**src/rtl/bubble_sort_ctrl.sv**
```systemverilog
// rtl/bubble_sort_ctrl.sv - stepwise bubble-sort sequencer with serial load and display read port
// Optional BUBBLE_STEP_PACE_EN: pace steps every STEP_DIV cycles instead of every cycle.
module bubble_sort_ctrl #(
  parameter int N        = 10,
  parameter int W        = 7,
  parameter int STEP_DIV = 625000
) (
  input  logic         clk,
  input  logic         rst,
  input  logic         load_valid,
  input  logic [W-1:0] load_data,
  input  logic         start,
  input  logic [3:0]   rd_idx,
  output logic [W-1:0] rd_data,
  output logic         busy,
  output logic         done,
  output logic [3:0]   cmp_idx,
  output logic         swap_pulse,
  output logic [3:0]   pass_cnt,
  output logic [7:0]   swap_cnt
);

  typedef enum logic [1:0] {IDLE, READY, SORT, DONE} state_t;

  state_t       state;
  logic         rs0, rs1;
  logic [W-1:0] nums [N];
  logic [3:0]   load_ptr;
  logic [3:0]   limit;
  logic         swapped;
  logic         step;
  logic [W-1:0] lo_val, hi_val;
  logic         gt;

  // Reset asserts asynchronously but releases two clocks later.
  always_ff @(posedge clk or negedge rst) begin
    if (!rst) begin
      rs0 <= 1'b0;
      rs1 <= 1'b0;
    end else begin
      rs0 <= 1'b1;
      rs1 <= rs0;
    end
  end

`ifdef BUBBLE_STEP_PACE_EN
  localparam int PW = (STEP_DIV > 1) ? $clog2(STEP_DIV) : 1;
  logic [PW-1:0] pace;
  assign step = (pace == PW'(STEP_DIV - 1));
`else
  // Unpaced: STEP_DIV is at least 1, so every clock is a step.
  assign step = (STEP_DIV != 0);
`endif

  always_comb begin
    lo_val  = nums[cmp_idx];
    hi_val  = nums[cmp_idx + 4'd1];
    gt      = lo_val > hi_val;
    rd_data = '0;
    if (rd_idx < 4'(N)) rd_data = nums[rd_idx];
  end

  always_ff @(posedge clk or negedge rs1) begin
    if (!rs1) begin
      for (int i = 0; i < N; i++) nums[i] <= '0;
      state      <= IDLE;
      load_ptr   <= '0;
      limit      <= '0;
      swapped    <= 1'b0;
      busy       <= 1'b0;
      done       <= 1'b0;
      cmp_idx    <= '0;
      swap_pulse <= 1'b0;
      pass_cnt   <= '0;
      swap_cnt   <= '0;
`ifdef BUBBLE_STEP_PACE_EN
      pace       <= '0;
`endif
    end else begin
      swap_pulse <= 1'b0;
      case (state)
        IDLE, READY, DONE: begin
          // start beats a simultaneous load; IDLE means the array is incomplete
          if (start && state != IDLE) begin
            state    <= SORT;
            cmp_idx  <= '0;
            limit    <= 4'(N - 1);
            swapped  <= 1'b0;
            pass_cnt <= '0;
            swap_cnt <= '0;
            busy     <= 1'b1;
            done     <= 1'b0;
`ifdef BUBBLE_STEP_PACE_EN
            pace     <= '0;
`endif
          end else if (load_valid) begin
            nums[load_ptr] <= load_data;
            done           <= 1'b0;
            if (load_ptr == 4'(N - 1)) begin
              load_ptr <= '0;
              state    <= READY;
            end else begin
              load_ptr <= load_ptr + 4'd1;
              state    <= IDLE;
            end
          end
        end
        SORT: begin
`ifdef BUBBLE_STEP_PACE_EN
          pace <= step ? '0 : pace + PW'(1);
`endif
          if (step) begin
            if (gt) begin
              nums[cmp_idx]        <= hi_val;
              nums[cmp_idx + 4'd1] <= lo_val;
              swap_cnt             <= swap_cnt + 8'd1;
              swap_pulse           <= 1'b1;
            end
            if (cmp_idx + 4'd1 < limit) begin
              cmp_idx <= cmp_idx + 4'd1;
              swapped <= swapped | gt;
            end else begin
              pass_cnt <= pass_cnt + 4'd1;
              cmp_idx  <= '0;
              swapped  <= 1'b0;
              if (!(swapped | gt) || limit == 4'd1) begin
                state <= DONE;
                busy  <= 1'b0;
                done  <= 1'b1;
              end else begin
                limit <= limit - 4'd1;
              end
            end
          end
        end
        default: state <= IDLE;
      endcase
    end
  end

endmodule

```
**config.mk**
```make
export PLATFORM = sky130hd
export DESIGN_NAME = bubble_sort_ctrl
export DESIGN_NICKNAME = d
export VERILOG_FILES = /design/src/rtl/bubble_sort_ctrl.sv
export SDC_FILE = /design/constraint.sdc
export NUM_CORES = 1
export LEC_CHECK = 0
export BUFFER_PORTS_ARGS = -buffer_cell sky130_fd_sc_hd__buf_2
export CELL_PAD_IN_SITES_DETAIL_PLACEMENT = 1
export CELL_PAD_IN_SITES_GLOBAL_PLACEMENT = 1
export CORE_ASPECT_RATIO = 2
export CORE_UTILIZATION = 45
export CTS_CLUSTER_SIZE = 40
export DETAILED_ROUTE_END_ITERATION = 7
export PLACE_DENSITY = 0.76
export SLEW_MARGIN = 20
export SYNTH_ARGS = -nofsm -noshare
export SYNTH_HDL_FRONTEND = slang
export SYNTH_SLANG_ARGS = --single-unit
```
**constraint.sdc**
```tcl
create_clock -name clk -period 3.1 [get_ports clk]
set_input_delay 0.155 -clock clk [delete_from_list [all_inputs] [get_ports clk]]
set_output_delay 0.155 -clock clk [all_outputs]
set_load 0.01 [all_outputs]
```
=== Word-level counts from Yosys, hierarchy flattened ===
Cells that the tools add are included.

* Flip-flop bits (word level): 102
* Word-level logic and storage cells: 128
* Output and inout bits: 26
* Input port bits: 15

* Reductions and logical operators: 16
* Equality and inequality tests: 13
* Bitwise logic cells: 6
* Order comparisons: 10
* Mux-type cells: 56
* Add/sub/neg operators: 5

{| class="wikitable"
|+ Operators by type and width
! operator !! count
|-
| bitwise mux 70 bit || 3
|-
| 2-to-1 mux 70 bit || 3
|-
| case mux 70 bit (2 select lines) || 1
|-
| binary-select mux 7 bit (select 4 bit) || 3
|-
| demux 7 bit (select 4 bit) || 3
|-
| 2-to-1 mux 7 bit || 10
|-
| 2-to-1 mux 4 bit || 7
|-
| case mux 4 bit (2 select lines) || 3
|-
| >= comparator 5 bit (second input constant) || 4
|-
| NOT 4 -> 5 bit || 4
|-
| 2-to-1 mux 8 bit || 2
|-
| case mux 8 bit (2 select lines) || 1
|-
| less-than comparator 5 x 1 -> 1 bit (second input constant) || 3
|-
| AND reduction 3 bit || 5
|-
| inequality test 2 bit (second input constant) || 7
|-
| adder 4 x 1 -> 4 bit (second input constant) || 3
|-
| 2-to-1 mux 1 bit || 12
|-
| adder 8 x 1 -> 8 bit (second input constant) || 1
|-
| 2-to-1 mux 2 bit || 4
|-
| > comparator 7 bit || 1
|-
| case mux 1 bit (2 select lines) || 3
|-
| == test 2 bit (second input constant) || 2
|-
| == test 4 x 1 -> 1 bit (second input constant) || 1
|-
| == test 4 bit (second input constant) || 1
|-
| 15 further kinds || 19
|}

=== Depth between registers and ports, before layout ===
* Depth after elaboration: 12
* Gate-level depth with buffers: 20
* Mapped depth without buffers: 14

=== Worst setup path after synthesis ===
OpenSTA, ideal clock, no wires.

* Path type: register to register
* Start point: register cmp_idx[0]
* End point: register nums[27] in the netlist's numbering
* Setup slack: -1.290 ns
* Arrival: 4.265 ns
* Data required time: 2.975 ns
* Library setup time: 0.125 ns
* Buffers on the path: 5
* Clock period less this slack: 4.390 ns
* Cell stages (with the launch flop): 18
* Cells stage by stage: dfrtp_1 buf_2 inv_1 ha_1 buf_6 buf_12 mux4_1 a211o_1 buf_2 inv_1 ha_1 nor2b_1 o21ai_0 a21oi_1 o311ai_2 clkbuf_1 a21oi_2 mux2_4

* Longest elaborated chain between the ends: 9
* Elaborated cells between the ends (all ways): 26
* Those cells by class: add/sub (1); order compare (5); eq/ne (1); mux (14); bitwise (2); reduce/logical (3)

{| class="wikitable"
|+ Ends and longest elaborated chain
! element !! line !! text
|-
| start, declared || 17 || <nowiki>output logic [3:0] cmp_idx,</nowiki>
|-
| start signal, assigned || 120 || <nowiki>cmp_idx <= cmp_idx + 4'd1;</nowiki>
|-
| branches (longest 9 deep; another with > comparator 7 bit) || n/a ||
|-
| end signal, assigned by index || 97 || <nowiki>nums[load_ptr] <= load_data;</nowiki>
|-
| end signal, assigned by index || 114 || <nowiki>nums[cmp_idx] <= hi_val;</nowiki>
|-
| end signal, assigned by index || 115 || <nowiki>nums[cmp_idx + 4'd1] <= lo_val;</nowiki>
|-
| end, declared || 27 || <nowiki>logic [W-1:0] nums [N];</nowiki>
|}

Parallel ways; which one is timed is not known. The select of a mux whose other input is x is not followed.
A chain may end at the register's enable or synchronous reset.

=== Worst setup path after layout ===
* Start point: register cmp_idx[0]
* End point: register nums[6] in the netlist's numbering

Same word-level chain as after synthesis.

==> impl_metrics.yaml <==
timing:
  skew_ps: 14.9
  finalSetupViolations: 87
  min_period_over_period: 1.24
  max_freq_mhz: 260
  hold_viol: 0
  period_minus_slack_ps: 3850
  fin_setup_tns_ps: -52650
  grt_setup_unrepaired: "true"
  relSlewSlack: 0.231
  report.final.slew_viol_count: 0
  layout_setup_ws_ps: -750
  tightestPinTransition_ps: 1150
setup_path:
  critPathKind: "reg -> reg"
  rr_worst_depth: 16
  crit_fanout: 7
  cp.required_ps: 3350
  rr_startpoint: "cmp_idx[0]"
  r2r_slack_ps: -750
  start_kind: "flop"
  end_kind: "flop"
  arrival_ps: 4100
  worstSetupStartpoint: "cmp_idx[0]"
global_route:
  first_global_vias: 8617
  grt_pass1_wl_mm: 53.6
  grt_start_max_net_pins: 54
  grt_use_met1: 0.419
  grt_util_met3: 0.126
  antenna_found_initial: 1
  use_met2: 0.669
  busiest_layer: "met2"
  grt_overflow: 0
  grt_usage: 0.419
logic_synthesis:
  yosys.area.top_type_share: 0.325
  syn_area_per_cell_um2: 10.7
  synthTopCellsByCount: "dfrtp_1 (102), mux2_2 (79), a221o_1 (77)"
  syn_area_mm2: 0.00785
  synth_edf_count: 0
  syn-num-nets: 766
  netlist_top_cells_area: "dfrtp_1 (33%), mux2_2 (11%), a221o_1 (9.8%)"
  yosysTopAreaCell: "dfrtp_1"
  ys_async_sr_fraction: 1.00
  yosys.cell_types.count: 64
  ys_ff_latch: 102
  yosysMostFrequentCell: "dfrtp_1"
  netlist_instances: 733
  yosysSeqAreaShare: 0.325
  yosysWarnings: 0
  ys.flop_type: "dfrtp_1"
layout:
  area_growth_pct: 28.2
  layout-drive-gt1-share: 0.434
  nets: 901
  post-route-util: 0.585
clock_network:
  clock_path_buffers: 2
  cts_tree: "built"
  htree_levels: 3
  cts_num_sinks: 102
  cts_root_buffer: "clkbuf_16"
  cts_buffers: 9
  path_clk_slew_ps: 70
  clkLatencyLatePin_ps: 370
place:
  gp_congestion: 0.967
  hpwl_mm: 23.8
  place.port_buffers: 40
die:
  start_util: 0.457
  die_area_mm2: 0.0180
  die_w_um: 95.4
  rows: 68
  ioPinCount: 41
  core_mm2: 0.0172
  die_height_um: 189
routing:
  wl_per_cell_um: 33.0
  viasPerCell: 7.35
  totalWireLength_mm: 35.8
  antenna_left: 0
  dr.pass1.iters: 5
  drtIter0Drc: 731
  route.detailed.drc: 0
  dr_total_vias: 7965
power:
  power_density_mw_per_mm2: 1490
  vdd_drop_max_v: 0.000791
  p_leak_nw: 4.43
job:
  max-cap-violations: 0
status:
  violations: "setup timing"
  status: "finished, violations left"
worst_hold_path:
  hold_path_class: "in -> async"
## cell type report
cell class / count / area (um^2)
multi-input combinational: 544 / 5210
fill: 1821 / 7130
sequential: 102 / 2560
clock buffer: 13 / 270
tap: 210 / 263
timing repair buffer: 188 / 1590
inverter: 23 / 96.3
antenna: 1 / 2.50
clock inverter: 3 / 65.1
## sequential cells by signal, summed over array words and instances (netlist names)
name and flops:
load_ptr 4, swap_cnt 8, nums 70, rs1 1, state 2, busy 1
done 1, cmp_idx 4, pass_cnt 4, swap_pulse 1, rs0 1, limit 4
swapped 1
## metal layers
metal  vias to the layer above  wire length, um
met5                         -                0
met4                         0             4280
met3                       269             3050
met2                       543            17500
met1                      4011            10900
li1                       3142                -
## kinds of logic after synthesis
logic type / Yosys count / share of synthesized area
AO/OA/AOI/OAI: 189 / 0.197
AND/OR/NAND/NOR: 176 / 0.110
adder cells (fa/ha/maj): 18 / 0.0287
buffers and inverters: 87 / 0.0515
flip-flops: 102 / 0.325
other: 1 / 0.000478
multiplexers: 153 / 0.275
XOR/XNOR: 7 / 0.0112
## final timing paths
path / to
max in group asynchronous: nums[50]
max reg2reg: nums[6]
min in group clk: state[1]
min reg2reg: rs1
max: nums[6]
min: rs1
## per-stage QoR
step	hold WS, ps	instances	setup slack (ps)	total power (W)	area, um^2
after floorplan	-141	733	-757	0.00796	8000
after global placement	-60.2	1047	-732	0.0111	9210
after detailed placement	-58.7	1047	-823	0.0115	9220
after CTS	92.3	1078	-646	0.0141	9900
after global routing	93.6	1083	-800	0.0154	10100
final	95.5	1084	-750	0.0150	10100
## power by group
part	leakage, nW	total [W]	internal (W)	switching, W
Clock	0.166	0.00133	0.000774	0.000553
Sequential	1.31	0.00252	0.00188	0.000647
Combinational	2.95	0.0111	0.00525	0.00586
Total	4.43	0.0150	0.00790	0.00706
## critical path, cell delays in order, from the launching register on
cell and delay [ps]:
dfrtp_2 410, inv_4 60, ha_4 300, buf_6 130
buf_6 90, mux4_2 490, a211o_1 380, inv_4 80
ha_4 200, buf_4 140, nand3_1 120, or2_4 160
o311ai_4 150, buf_6 200, a221oi_4 310, buf_12 190
mux2_4 320
## timing repair
| item | 4_1_cts | 5_1_grt |
|---|---|---|
| setup endpoints to repair | 87 | 94 |
| pin swaps | 26 | 7 |
| buffers inserted | 19 | 6 |
| hold buffers | 1 | 0 |
| resized for setup | 55 | 30 |
| endpoints found under the hold margin | 2 | 0 |
## placed cells by master (no fill, tap or decap), types with 9 or more instances in the layout
| master | synthesis | final |
|---|---|---|
| a21oi_1 | 22 | 20 |
| a221o_1 | 77 | 77 |
| and2_1 | 9 | 10 |
| and3_1 | 12 | 10 |
| buf_12 | 1 | 16 |
| buf_2 | 25 | 40 |
| buf_4 | 2 | 114 |
| buf_6 | 3 | 14 |
| clkbuf_16 | 0 | 9 |
| dfrtp_1 | 102 | 99 |
| ha_1 | 18 | 11 |
| inv_1 | 22 | 16 |
| mux2_2 | 79 | 66 |
| mux2_4 | 9 | 22 |
| mux2i_1 | 30 | 28 |
| mux4_2 | 22 | 31 |
| nand2_1 | 55 | 53 |
| nor2_1 | 36 | 35 |
| nor3_1 | 17 | 14 |
| o21ai_0 | 32 | 22 |
| o22ai_1 | 10 | 9 |
Power figures use the tool's default switching activity.
